$ cat src/rtl/uart_pkg.sv
// rtl/uart_pkg.sv - shared UART state encoding and default timing constants
package uart_pkg;

  typedef enum logic [2:0] {
    IDLE      = 3'd0,
    START     = 3'd1,
    DATA      = 3'd2,
    STOP      = 3'd3,
    WAIT_IDLE = 3'd4
  } rx_state_e;

  // 100 MHz clock, 115200 baud
  localparam int CLKS_PER_BIT_DEF = 868;
  localparam int DATA_BITS_DEF    = 8;

endpackage

$ cat src/rtl/uart_rx_ctrl_if.sv
// rtl/uart_rx_ctrl_if.sv - serial line in, parallel byte and status out
interface uart_rx_ctrl_if
  import uart_pkg::*;
#(
  parameter int DATA_BITS = DATA_BITS_DEF
);

  logic                 rx_in;
  logic [DATA_BITS-1:0] rx_data;
  logic                 rx_valid;
  logic                 frame_err;
  logic                 busy;

  // receiver side
  modport master (
    input  rx_in,
    output rx_data,
    output rx_valid,
    output frame_err,
    output busy
  );

  // pad driver / byte consumer side
  modport slave (
    output rx_in,
    input  rx_data,
    input  rx_valid,
    input  frame_err,
    input  busy
  );

endinterface

$ cat src/rtl/uart_rx_bit_timer.sv
// rtl/uart_rx_bit_timer.sv - bit-period counter with half and full bit ticks
module uart_rx_bit_timer
  import uart_pkg::*;
#(
  parameter  int CLKS_PER_BIT = CLKS_PER_BIT_DEF,
  localparam int HALF_BIT     = CLKS_PER_BIT / 2,
  localparam int CNT_W        = $clog2(CLKS_PER_BIT)
) (
  input  logic clk,
  input  logic rst_n,
  input  logic clr,
  input  logic en,
  output logic half_tick,
  output logic full_tick
);

  logic [CNT_W-1:0] cnt;

  // count enabled cycles; clear has priority so every state entry starts at zero
  always_ff @(posedge clk) begin
    if (!rst_n) begin
      cnt <= '0;
    end else if (clr) begin
      cnt <= '0;
    end else if (en) begin
      cnt <= cnt + 1'b1;
    end
  end

  assign half_tick = (cnt == CNT_W'(HALF_BIT - 1));
  assign full_tick = (cnt == CNT_W'(CLKS_PER_BIT - 1));

endmodule

$ cat src/rtl/uart_rx_ctrl.sv
// rtl/uart_rx_ctrl.sv - UART receive controller: sync, start detect, bit sampling, framing
module uart_rx_ctrl
  import uart_pkg::*;
#(
  parameter int CLKS_PER_BIT = CLKS_PER_BIT_DEF,
  parameter int DATA_BITS    = DATA_BITS_DEF
) (
  input  logic            clk,
  input  logic            rst_n,
  uart_rx_ctrl_if.master  bus
);

  localparam int IDX_W = $clog2(DATA_BITS + 1);

  rx_state_e            state;
  rx_state_e            state_nx;
  logic                 s1;
  logic                 rx_s;
  logic [IDX_W-1:0]     idx;
  logic [DATA_BITS-1:0] shreg;
  logic                 cnt_clr;
  logic                 cnt_en;
  logic                 half_tick;
  logic                 full_tick;
  logic                 bit_take;
  logic                 frame_ok;
  logic                 frame_bad;

  // two-flop synchroniser; resets to the idle (high) line level
  always_ff @(posedge clk) begin
    if (!rst_n) begin
      s1   <= 1'b1;
      rx_s <= 1'b1;
    end else begin
      s1   <= bus.rx_in;
      rx_s <= s1;
    end
  end

  uart_rx_bit_timer #(
    .CLKS_PER_BIT (CLKS_PER_BIT)
  ) u_timer (
    .clk       (clk),
    .rst_n     (rst_n),
    .clr       (cnt_clr),
    .en        (cnt_en),
    .half_tick (half_tick),
    .full_tick (full_tick)
  );

  // next-state and per-cycle control decisions
  always_comb begin
    state_nx  = state;
    cnt_en    = 1'b0;
    bit_take  = 1'b0;
    frame_ok  = 1'b0;
    frame_bad = 1'b0;
    case (state)
      IDLE: begin
        if (!rx_s) state_nx = START;
      end
      START: begin
        cnt_en = 1'b1;
        // line back high at mid start bit means it was a glitch
        if (half_tick) state_nx = rx_s ? IDLE : DATA;
      end
      DATA: begin
        cnt_en = 1'b1;
        if (full_tick) begin
          bit_take = 1'b1;
          if (idx == IDX_W'(DATA_BITS - 1)) state_nx = STOP;
        end
      end
      STOP: begin
        cnt_en = 1'b1;
        if (full_tick) begin
          if (rx_s) begin
            frame_ok = 1'b1;
            state_nx = IDLE;
          end else begin
            frame_bad = 1'b1;
            state_nx  = WAIT_IDLE;
          end
        end
      end
      WAIT_IDLE: begin
        // a held-low line must not be taken as a new start bit
        if (rx_s) state_nx = IDLE;
      end
      default: state_nx = IDLE;
    endcase
  end

  // counter restarts on every state change and after each data sample
  assign cnt_clr = (state_nx != state) || bit_take;

  // state register
  always_ff @(posedge clk) begin
    if (!rst_n) state <= IDLE;
    else        state <= state_nx;
  end

  // shift register, bit index and registered output strobes
  always_ff @(posedge clk) begin
    if (!rst_n) begin
      idx           <= '0;
      shreg         <= '0;
      bus.rx_data   <= '0;
      bus.rx_valid  <= 1'b0;
      bus.frame_err <= 1'b0;
    end else begin
      bus.rx_valid  <= frame_ok;
      bus.frame_err <= frame_bad;
      if (state == START && state_nx == DATA) begin
        idx <= '0;
      end else if (bit_take) begin
        idx <= idx + 1'b1;
      end
      // first bit on the line is shifted furthest, ending up in bit 0
      if (bit_take) shreg <= {rx_s, shreg[DATA_BITS-1:1]};
      if (frame_ok) bus.rx_data <= shreg;
    end
  end

  assign bus.busy = (state != IDLE);

endmodule
$ cat src/flat_wrapper.sv
// flat-port wrapper written by rule: the top's interface ports become plain ports
module uart_rx_ctrl_flat import uart_pkg::*;
#(
  parameter int CLKS_PER_BIT = CLKS_PER_BIT_DEF,
  parameter int DATA_BITS    = DATA_BITS_DEF
)
  (clk, rst_n, bus_rx_in, bus_rx_data, bus_rx_valid, bus_frame_err, bus_busy);
  uart_rx_ctrl_if #(.DATA_BITS(DATA_BITS)) bus_i ();
  input  logic clk;
  input  logic rst_n;
  input wire logic [$bits(bus_i.rx_in)-1:0] bus_rx_in;
  output wire logic [$bits(bus_i.rx_data)-1:0] bus_rx_data;
  output wire logic [$bits(bus_i.rx_valid)-1:0] bus_rx_valid;
  output wire logic [$bits(bus_i.frame_err)-1:0] bus_frame_err;
  output wire logic [$bits(bus_i.busy)-1:0] bus_busy;
  assign bus_i.rx_in = bus_rx_in;
  assign bus_rx_data = bus_i.rx_data;
  assign bus_rx_valid = bus_i.rx_valid;
  assign bus_frame_err = bus_i.frame_err;
  assign bus_busy = bus_i.busy;
  uart_rx_ctrl #(.CLKS_PER_BIT(CLKS_PER_BIT), .DATA_BITS(DATA_BITS)) u_core (.clk(clk), .rst_n(rst_n), .bus(bus_i));
endmodule
$ cat config.mk
export PLATFORM = sky130hd
export DESIGN_NAME = uart_rx_ctrl_flat
export DESIGN_NICKNAME = d
export VERILOG_FILES = /design/src/rtl/uart_pkg.sv /design/src/rtl/uart_rx_ctrl_if.sv /design/src/rtl/uart_rx_bit_timer.sv /design/src/rtl/uart_rx_ctrl.sv /design/src/flat_wrapper.sv
export SDC_FILE = /design/constraint.sdc
export NUM_CORES = 1
export LEC_CHECK = 0
export BUFFER_PORTS_ARGS = -buffer_cell sky130_fd_sc_hd__buf_2
export CAP_MARGIN = 10
export CELL_PAD_IN_SITES_DETAIL_PLACEMENT = 1
export CELL_PAD_IN_SITES_GLOBAL_PLACEMENT = 1
export CORE_MARGIN = 10
export CORE_UTILIZATION = 47
export CTS_CLUSTER_DIAMETER = 50
export DETAILED_ROUTE_END_ITERATION = 8
export PLACE_DENSITY_LB_ADDON = 0.1
export SYNTH_ARGS = -nofsm -noshare
export SYNTH_HDL_FRONTEND = slang
export SYNTH_SLANG_ARGS = --single-unit
$ cat constraint.sdc
create_clock -name clk -period 3.89 [get_ports clk]
set_clock_uncertainty 0.1 [all_clocks]
set_input_delay 0.389 -clock clk [delete_from_list [all_inputs] [get_ports clk]]
set_output_delay 0.389 -clock clk [all_outputs]
set_load 0.01 [all_outputs]
# Yosys cells after proc, flatten, opt, wreduce, memory -nomap -nowiden
# Index checks and enable logic that the tools add are counted.
op_classes:
  eq_ne: 9
  reduce_logical: 8
  n_mux: 16
  addsub: 2
  bitwise: 1
op_table:
  columns: ["operator", "n"]
  rows:
  - ["$mux 3", 7]
  - ["$pmux 3 s5", 1]
  - ["$add 10x1->10 const B", 1]
  - ["$eq 10x10->1 const B", 1]
  - ["$eq 10x9->1 const B", 1]
  - ["$eq 3x2->1 const B", 3]
  - ["$mux 1", 7]
  - ["$add 4x1->4 const B", 1]
  - ["$eq 4x3->1 const B", 1]
  - ["$reduce_or 2->1", 2]
  - ["$eq 3x1->1 const B", 1]
  - ["$eq 3x3->1 const B", 1]
  - ["$logic_not 3->1", 1]
  - ["$ne 3x3->1", 1]
  - ["$reduce_and 3->1", 1]
  - ["$reduce_bool 3->1", 1]
  - ["$reduce_or 3->1", 1]
  - ["$mux 2", 1]
  - ["$logic_and 1x1->1", 1]
  - ["$logic_or 1x1->1", 1]
  - ["$not 1->1", 1]
totals:
  wordCells: 45
  out_inout_bits: 11
  regBits: 37
  input_bits: 3

# Logic depth before layout (Yosys ltp)
logic_depth:
  depth_word: 7
  mapped_depth: 8
  depth_no_buf: 6

# Modules after synthesis
# Synthesis repeated with hierarchy kept, for this count alone.
hier_totals:
  hier_cells: 190
  area_unflattened_um2: 1721.7
by_module_without_submodules:
  columns: ["module", "area_per_inst_um2", "n_inst", "cells_each", "seq_area_each_um2"]
  rows:
  - ["uart_rx_ctrl", 1198.6, 1, 131, 540.5]
  - ["uart_rx_bit_timer", 523.0, 1, 59, 200.2]

# Worst setup path before layout
# OpenSTA, ideal clock, no wires.
synth_path:
  path_kind: "flip-flop to flip-flop"
  from: "reg u_core.u_timer.cnt[0]"
  to: "reg u_core.u_timer.cnt[1]"
  path_buffers: 1
  t_arrival_ps: 1684
  slack_ps: 2040
  required_time_ps: 3725
  path_stages_with_launch: 8
  period_less_slack_ps: 1850
  setup_time_ps: 65
  path_cell_list: "dfxtp_1 ha_1 nor4bb_4 and3_1 buf_4 a221oi_4 o211ai_1 nor2_1"
synth_via:
  elab_chain_len: 6
  word_cells_on_any_way: 12
  cone_classes: "1 x add/sub; 3 x eq/ne; 6 x mux; 2 x reduce/logical"
synth_rtl:
  columns: ["item", "line", "source"]
  rows:
  - ["start, declared", "uart_rx_bit_timer.sv:17", "logic [CNT_W-1:0] cnt;"]
  - ["start signal, assigned", "uart_rx_bit_timer.sv:26", "cnt <= cnt + 1'b1;"]
  - ["$eq 10x10->1 or $eq 10x9->1 (tied branches)", "uart_rx_bit_timer.sv:31, uart_rx_bit_timer.sv:30", null]
  - ["$mux 3, on equally long branches", "uart_rx_ctrl.sv:76, uart_rx_ctrl.sv:65, uart_rx_ctrl.sv:69", null]
  - ["$pmux 3 s5", "uart_rx_ctrl.sv:58", "case (state)"]
  - ["$ne 3x3->1", "uart_rx_ctrl.sv:95", "assign cnt_clr = (state_nx != state) || bit_take;"]
  - ["$logic_or 1x1->1", "uart_rx_ctrl.sv:95", null]
  - ["$reduce_or 2->1 (no line)", null, null]
# Several ways; a longest one is shown, not always the timed one.
# A chain may end at the register's enable or synchronous reset.

# Worst setup path in the final report
layout_path:
  from: "reg u_core.u_timer.cnt[0]"
  to: "reg u_core.u_timer.cnt[4]"
# The elaborated chain is that of the path after synthesis.

==> reports/results.ini <==
[power_and_ir_drop]
p_comb_share_pct=3.5
pwr-share-clk_pct=45.3
p_leak_nw=0.707
p_int_mw=0.592
powerDensity_mw_per_mm2=404
ir_drop_mv=0.197
power_frac_seq_pct=51.2
power.switching_mw=0.161
swShare_pct=21.4

[clocking]
root_buffer=clkbuf_4
insertion_delay_ps=370
post_cts_buffers=0
cts.sinks=37
cts_tree=yes
cts_resized=0
htree_levels=2
hold_buffers=0
clk_pin_slew_ps=120
clock_path_buffers=2
cts_buffers=5

[hold_path]
min_path_type=in2reg
hold_depth=2

[sta]
max_slew_margin_pct=66.0
tns_ps=0
fin_crit_ps=2330
finalSetupViolCount=0
rsz0062_at_grt=false
finalMaxSlewViolations=0
finalHoldViolations=0
finalCritPeriodShare_pct=59.9
max_clock_freq_ghz=0.429
tightest_slew_ps=508

[worst_setup_path]
crit_arrival_ps=2480
crit_path_start_kind=register
worstPathCellList=ha_1 -> nor4bb_4 -> and4_1 -> nand4b_2 -> a22oi_4 -> nor2_1
critical_path_class=reg2reg
slowest_stage=and4_1
slowest_delay_ps=530
worstPathRequired_ps=4040
rr_worst_depth=6
cp-end-kind=register
cp_max_fo=13

[logic_synthesis]
avgSynthCellArea_um2=8.42
synthCells=199
synth.net_count=205
synth.lib_cells_used.distinct=38
synth_area_mm2=0.00168
synth_seq_cells=37
ys_seq_area_share_pct=44.2
yosysWarnings=0

[global_routing]
grt_pass1_vias=1423
grtUsageTotal_pct=13.3
grt_pass1_wl_um=6730
grt_overflow=0
grt_max_degree=20
grt_antenna_before_repair=0

[die]
io_pins=14
start_util_pct=49.4
coreArea_mm2=0.00339
die-area_mm2=0.00635
die_w_um=79.7
core.rowCount=21
die_y_um=79.7

[cells_and_area]
finalInstanceArea_mm2=0.00186
drive_gt1_share_pct=13.7
syn_to_final_growth_pct=11.2
diodes=0
nets=217
nFillCells=424

[detailed_routing]
wl_um=3950
drt-initial-drc-count=57
via_per_inst=5.40
final_antenna_net_count=0
dr.pass1.iters=4
via_count=1392
wl_per_cell_um=15.3
drc=0

[placement]
place_area_mm2=0.00176
hpwlAfterDp_um=2910
gp_congestion=0.897
portBuffers=13

[run_status]
outcome=complete, no violations

[job]
maxCapViolCount=0

## area by class of cell
class | instances | area, um^2 | share of cell area, %
Clock inverter | 3 | 68.8 | 3.69
Inverter | 3 | 11.3 | 0.604
Tap cell | 46 | 57.6 | 3.09
Timing Repair Buffer | 13 | 65.1 | 3.49
Clock buffer | 5 | 37.5 | 2.01
Multi-Input combinational cell | 151 | 882 | 47.3
Sequential cell | 37 | 741 | 39.8
## cells in the final DEF, fill, tap and decap left out, types with 2 or more instances in the layout
cell type / n
a21oi_1: 18
a31oi_1: 2
and2_1: 3
and3_1: 2
buf_2: 13
bufinv_16: 2
clkbuf_4: 5
dfxtp_1: 37
ha_1: 3
inv_1: 2
nand2_1: 56
nand2b_1: 2
nand3_1: 4
nand4_1: 5
nor2_1: 18
nor3_1: 3
nor3b_1: 3
nor4_1: 3
xnor2_1: 6
xor2_1: 6
## cells in the mapped netlist
library cell / instances / area [um^2]
o31ai_1: 1 / 7.51
o21ba_2: 1 / 10.0
and2_1: 3 / 18.8
nor3b_4: 1 / 18.8
a31oi_1: 2 / 12.5
a21oi_1: 18 / 90.1
nand3_1: 4 / 20.0
nor2b_1: 1 / 6.26
a2111oi_0: 1 / 8.76
clkbuf_1: 3 / 11.3
buf_2: 3 / 15.0
xnor2_1: 6 / 52.6
nand2_1: 56 / 210
xor2_1: 6 / 52.6
o21ai_2: 1 / 8.76
nor4_1: 3 / 18.8
nor4bb_4: 1 / 25.0
nor4b_1: 1 / 8.76
a221oi_4: 1 / 26.3
nor2_1: 18 / 67.6
nand4b_1: 1 / 8.76
clkinv_1: 1 / 3.75
a22oi_4: 1 / 21.3
dfxtp_1: 37 / 741
nor3b_1: 3 / 22.5
and3_1: 2 / 12.5
and4bb_2: 1 / 12.5
nand2b_1: 2 / 12.5
buf_4: 2 / 15.0
nand4_1: 5 / 31.3
o21bai_1: 1 / 7.51
nor3_1: 3 / 15.0
ha_1: 3 / 37.5
and4_1: 1 / 8.76
inv_1: 2 / 7.51
o211ai_1: 1 / 7.51
nand4b_2: 1 / 15.0
or3_1: 1 / 6.26
## kinds of logic (layout without fill, tap and decap cells)
| kind of cell | after synthesis | after routing | share of synthesized area [%] |
|---|---|---|---|
| simple gates | 108 | 108 | 32.2 |
| flops | 37 | 37 | 44.2 |
| compound gates | 28 | 28 | 12.0 |
| xor+xnor | 12 | 12 | 6.27 |
| buf+inv | 11 | 24 | 3.14 |
| fa+ha+maj | 3 | 3 | 2.24 |
## state kept, by name (all words and copies together), names as in the netlist
signal / cells
u_core.shreg: 8
u_core.s1: 1
u_core.bus.rx_valid: 1
u_core.state: 3
u_core.rx_s: 1
u_core.bus.frame_err: 1
u_core.bus.rx_data: 8
u_core.idx: 4
u_core.u_timer.cnt: 10
## power groups by stage
stage,combinational [mW],clock [mW],sequential (mW)
final,0.0262,0.341,0.386
after global routing,0.0300,0.366,0.387
after floorplan,0.0207,0,0.391
after detailed placement,0.0267,0,0.394
after CTS,0.0269,0.351,0.386
after global placement,0.0253,0,0.394
## worst max-delay path, delay by kind of cell, from the launching register on
family                     cells  cell delay [ps]
DFF                            1              430
and+or+nand+nor                4             1100
AOI/OAI and AO/OA              1              330
adders and majority gates      1              260
## through the flow
step           hold WS, ps  worst slack [ps]  power [mW]  cells  utilization [%]
2_1_floorplan          286              2040       0.412    199                -
3_3_place_gp           291              1650       0.419    250             51.8
3_5_place_dp           307              1510       0.421    250             51.8
4_1_cts               84.1              1510       0.763    258             55.0
5_1_grt               94.5              1330       0.782    258             55.0
6_report              91.8              1560       0.753    258             55.0
## metal layers
layer  track usage [%]  up-vias  routed length [um]
li1                  -      697                   -
met1              13.7      663                1600
met2              23.1       20                2060
met3              3.60       12                 133
met4              9.14        0                 148
met5                 0        -                   0
## final timing paths
path / start / end / slack (ps)
max reg2reg: u_core.u_timer.cnt[0] / u_core.u_timer.cnt[4] / 1560
min reg2reg: u_core.s1 / u_core.rx_s / 320
min: bus_rx_in / u_core.s1 / 90
max: u_core.u_timer.cnt[0] / u_core.u_timer.cnt[4] / 1560
Power figures use the tool's default switching activity.
